<file path="config.mk">
export PLATFORM = sky130hd
export DESIGN_NAME = decoder_5x32
export DESIGN_NICKNAME = d
export VERILOG_FILES = /design/src/rtl/decoder_5x32.sv
export SDC_FILE = /design/constraint.sdc
export NUM_CORES = 1
export LEC_CHECK = 0
export CORE_MARGIN = 2
export CORE_UTILIZATION = 41
export CTS_BUF_LIST = sky130_fd_sc_hd__clkbuf_4 sky130_fd_sc_hd__clkbuf_8
export DETAILED_ROUTE_END_ITERATION = 16
export GPL_TIMING_DRIVEN = 0
export PLACE_DENSITY = 0.8
export SLEW_MARGIN = 20
export SYNTH_ARGS = -nofsm -noshare
export SYNTH_HDL_FRONTEND = slang
export SYNTH_SLANG_ARGS = --single-unit
export TNS_END_PERCENT = 50
</file>
<file path="constraint.sdc">
create_clock -name clk -period 0.9 [get_ports clk]
set_input_delay 0.09 -clock clk [delete_from_list [all_inputs] [get_ports clk]]
set_output_delay 0.09 -clock clk [all_outputs]
set_load 0.02 [all_outputs]
</file>
<file path="src/rtl/decoder_5x32.sv">
// Registered 5-to-32 decoder: 2-to-4 predecoder on a[4:3] gating four 3-to-8 banks on a[2:0].
// Optional macro DECODER_5X32_VALID_EN adds a registered y_valid output aligned with y.
module decoder_5x32 #(
  parameter bit OUT_ACTIVE_HIGH = 1'b1
) (
  input  logic        clk,
  input  logic        rst_n,
  input  logic [4:0]  a,
  input  logic        en,
`ifdef DECODER_5X32_VALID_EN
  output logic        y_valid,
`endif
  output logic [31:0] y
);

  localparam logic [31:0] IDLE_VALUE = OUT_ACTIVE_HIGH ? 32'h0000_0000 : 32'hFFFF_FFFF;

  // One bank of the hierarchy; a disabled bank drives all zeros regardless of sel.
  function automatic logic [7:0] dec3to8(input logic [2:0] sel, input logic bank_en);
    logic [7:0] lines;
    lines = 8'h00;
    if (bank_en) begin
      case (sel)
        3'd0:    lines = 8'h01;
        3'd1:    lines = 8'h02;
        3'd2:    lines = 8'h04;
        3'd3:    lines = 8'h08;
        3'd4:    lines = 8'h10;
        3'd5:    lines = 8'h20;
        3'd6:    lines = 8'h40;
        3'd7:    lines = 8'h80;
        default: lines = 8'h00;
      endcase
    end else begin
      lines = 8'h00;
    end
    return lines;
  endfunction

  logic [3:0]  g_s;
  logic [31:0] lines_s;
  logic [31:0] y_d;
  logic [31:0] y_q;
  logic        valid_d;
  logic        valid_q;

  // Predecoder: g_s[j] = en & (a[4:3] == j); en=0 masks any unknown address bits.
  always_comb begin
    g_s = 4'b0000;
    if (en) begin
      case (a[4:3])
        2'd0:    g_s = 4'b0001;
        2'd1:    g_s = 4'b0010;
        2'd2:    g_s = 4'b0100;
        2'd3:    g_s = 4'b1000;
        default: g_s = 4'b0000;
      endcase
    end else begin
      g_s = 4'b0000;
    end
  end

  // Four 3-to-8 banks, bank j drives lines_s[8j+7:8j].
  always_comb begin
    lines_s = 32'h0000_0000;
    for (int j = 0; j < 4; j++) begin
      lines_s[8*j +: 8] = dec3to8(a[2:0], g_s[j]);
    end
  end

  // Polarity is applied ahead of the register so y comes straight from flops.
  always_comb begin
    y_d     = 32'h0000_0000;
    valid_d = en;
    if (OUT_ACTIVE_HIGH) begin
      y_d = lines_s;
    end else begin
      y_d = ~lines_s;
    end
  end

  // Output register with synchronous active-low reset to the idle pattern.
  always_ff @(posedge clk) begin
    if (!rst_n) begin
      y_q     <= IDLE_VALUE;
      valid_q <= 1'b0;
    end else begin
      y_q     <= y_d;
      valid_q <= valid_d;
    end
  end

  assign y = y_q;

`ifdef DECODER_5X32_VALID_EN
  assign y_valid = valid_q;
`else
  logic unused_valid_s;
  assign unused_valid_s = valid_q;
`endif

endmodule

</file>
* Yosys cells after proc, flatten, opt, wreduce, memory -nomap -nowiden
Memory sizes are Yosys's and may differ from the RTL's. A register that Yosys moved wholly into a read port is not among the register bits.
Cells that the tools add are included.
** Operators by class
- Equal/unequal tests :: 3
- Shifts and indexed selects :: 0
- Add/subtract/negate cells :: 0
- Reduce and logical (&&, ||, !) cells :: 9
- Multiplexer cells :: 2
- Bitwise gates (word level) :: 0
- Divide/modulo/power cells :: 0
- Magnitude comparators :: 0
- Multipliers :: 0
** Operator list (count)
- 4-bit case mux with 4 select lines :: 1
- 2-bit AND reduction :: 4
- 2-bit equality test, second input constant :: 2
- 1-bit logical NOT :: 4
- 4-bit two-way mux :: 1
- 2-bit by 1-bit equality test with 1-bit output, second input constant :: 1
- 2-bit logical NOT :: 1
** Word-level totals
- Register bits after elaboration :: 0
- Logic and storage cells :: 18
- Memory bits (writable) :: 0
- Input port bits :: 8
- Bits in read-only memories :: 256
- Latch bits :: 0
- Output and inout port bits :: 32
- Memories :: 4
** Memories
- (name not given) :: words 8, bits a word 8, read ports 1, clocked after Yosys merged registers in 1, write ports 0, line 23 : case (sel)
- (name not given) :: words 8, bits a word 8, read ports 1, clocked after Yosys merged registers in 1, write ports 0, line 23
- (name not given) :: words 8, bits a word 8, read ports 1, clocked after Yosys merged registers in 1, write ports 0, line 23
- (name not given) :: words 8, bits a word 8, read ports 1, clocked after Yosys merged registers in 1, write ports 0, line 23

* Logic depth before layout (Yosys ltp)
- Word-level depth :: 5
- Gate-level depth with buffers :: 3
- Depth with buffers taken out :: 2

* Worst setup path before layout
Ideal clock, no wire load.
- Path type :: input -> register
- From :: in a[1]
- To :: reg y_q[17] (netlist: y[17])
- Setup slack :: 0.226 ns
- Data required time :: 0.829 ns
- Stages :: 2
- Arrival time :: 0.602 ns
- Path buffers :: 0
- Cells stage by stage :: or3b_1 nor2_1
** RTL lines
- from (decl) :: line 8 : input logic [4:0] a,
- to (decl) :: line 43 : logic [31:0] y_q;

* Worst setup path after layout
- From :: reg y_q[29] (netlist: y[29])
- To :: out y[29]
** RTL lines
- to (decl) :: line 13 : output logic [31:0] y
No word-level cell between the ends.

==> results.md <==
* Sequential share of the synthesized area at 0.745
* Vias in the first global route at around 720
* Fraction of layout cells with a size suffix above 1 at 0.452
* Global-route wire length before repair at 3040 um
* Core box area at ~0.0020 sq mm
* Crit path max-delay cell type: dfxtp_1
* CP max FO at 1
* Final net count at 131
* Cell family with most CP delay: flip-flops
* Final HPWL from detailed placement at 1360 um
* Req. time, crit path at between 0.8 and 0.9 ns
* Inst Count DP at around 140
* Ant. Diodes at 0
* Worst Tran Pin Value at between 0.4 and 0.5 ns
* Max reg flops at 32
* Antenna violations before repair at 0
* DRT Wirelength at 1920 um
* Flip-flop and latch count after synthesis at 32
* Design area at 0.00135 sq mm
* WP data arrival at 0.79 ns
* Routed wire length per instance at 12.7 um
* Final hold violation count at 0
* HP Class: input port to flop
* Pin count of the biggest net entering global routing at 10
* Number of max-cap violations at 0
* Synth-to-layout area growth at 56.5%
* Fin crit share at 0.973
* Grt ovf at 0
* Iter 0 DRT Violations at 10
* Slew headroom at 0.717
* Outcome: finished, final reports clean
* Die ar. at 0.00248 sq mm
* Drt pass-1 iters at 4
* Pwr/cell area at 1790 mW/mm^2
* CTS sink cnt at 32
* Starting Density at 0.438
* Total CTS buffers at 5
* Placer congestion estimate at 0.757
* Slew Viols, Final at 0
* CTS tree: done
* Synth unique cells at 10
* Finished Layout Cells at approximately 150
* Die width at 49.8 um
* Met3 usage at 0.0818
* Met1 Track Usage GR at 0.157
* Vias per cell at 4.75
* Avg Cell Area, Syn at 11.2 sq um
* Num rows at 16
* Post-synthesis instance total at 77
* Grt met2 use at 0.302
* Max stage delay on crit path at between 0.3 and 0.4 ns
* CTS Buffer Depth at 2
* Setup CP Type: flop to output port
* Max Freq at 1140 MHz
* Die height at 49.8 um
* Worst vdd ir at about 1200 uV
* Setup WS post-layout at 0.0246 ns
* Via count at 717
* Port bufs at 39
* Setup violators final at 0
* Hold WS at around 0.3 ns
* Placed standard-cell area at 0.00128 sq mm
* Critical path startpoint category: flop
* Root Driver: clkbuf_4
* Hold buffer count at CTS at 0
* Dpl ws at -0.441 ns
* Most used routing layer: met2
* CTS clk-pin slew, worst paths at 0.09 ns
* Cell area after synthesis at 860 sq um
* # DRC at 0
* Final Critical Period at 0.875 ns
* Pleak at 0.578 nW
* Gr usage total at 0.172
* Crit-path cells: buf_4
* Setup TNS at 0 ns
* Worst path buffer plus inverter count at 1
* Critical Path End Type: output port
* Commonest non-fill, non-tap cell in the layout: nor2_1
* Antenna viol nets, final at 0
* Most frequent cells in the layout: nor2_1, buf_6, dfxtp_1
* Syn nets at 85
* H-tree levels at 2
* I/O pin count at 40
* Synth warn at 0
* RSZ-0062 raised after global routing: true
report_power, final:
part	internal [W]	leakage (nW)	total [W]	switching, W
logic	0.0000445	0.273	0.000106	0.0000618
registers	0.00142	0.266	0.00143	0.00000312
clock network	0.000445	0.0394	0.000872	0.000427
total	0.00191	0.578	0.00240	0.000492
final timing paths:
path | start | end | depth (start not counted)
worst max-delay path | y[29]$_SDFF_PN0_ | y[29] | 1
worst min-delay path | a[0] | y[7]$_SDFF_PN0_ | 3
logic make-up (layout without fill, tap and decap cells):
family,Yosys count,after routing,share of synthesized area
flip-flops,32,32,0.745
AND/OR/NAND/NOR,44,44,0.250
buffers and inverters,1,48,0.00436
per-layer routing:
layer  share of wire  wire length [um]  vias to the layer above
met5               0                 0                        -
met3            0.10               192                        4
met1            0.38               734                      331
met4           0.019                36                        0
li1                -                 -                      340
met2            0.50               955                       42
synthesized netlist by cell type:
cell type / n / area, sq um
nand3_1: 1 / 5.00
nand4bb_1: 1 / 11.3
nand4_1: 1 / 6.26
or3_1: 1 / 6.26
or3b_1: 3 / 26.3
clkbuf_1: 1 / 3.75
nor2_1: 32 / 120
nand3b_1: 3 / 22.5
nand4b_1: 2 / 17.5
dfxtp_1: 32 / 641
cell type report:
cell class                 count  area [sq um]
fill                         174           617
tap                           27          33.8
buffer                         1          5.00
clock buffer                   8          66.3
multi-input combinational     44           215
sequential                    32           659
timing repair buffer          39           365
per-stage QoR:
step	utilization	power, W
floorplan	-	0.00150
global placement	0.654	0.00157
detailed placement	0.654	0.00158
CTS	0.608	0.00241
global route	0.686	0.00250
finish	0.686	0.00240
repair_timing:
item	CTS	global route
setup endpoints to repair	62	32
setup buffers	0	0
gates resized for setup	140	60
pin swaps	3	0
(Power assumes the default switching activity.)
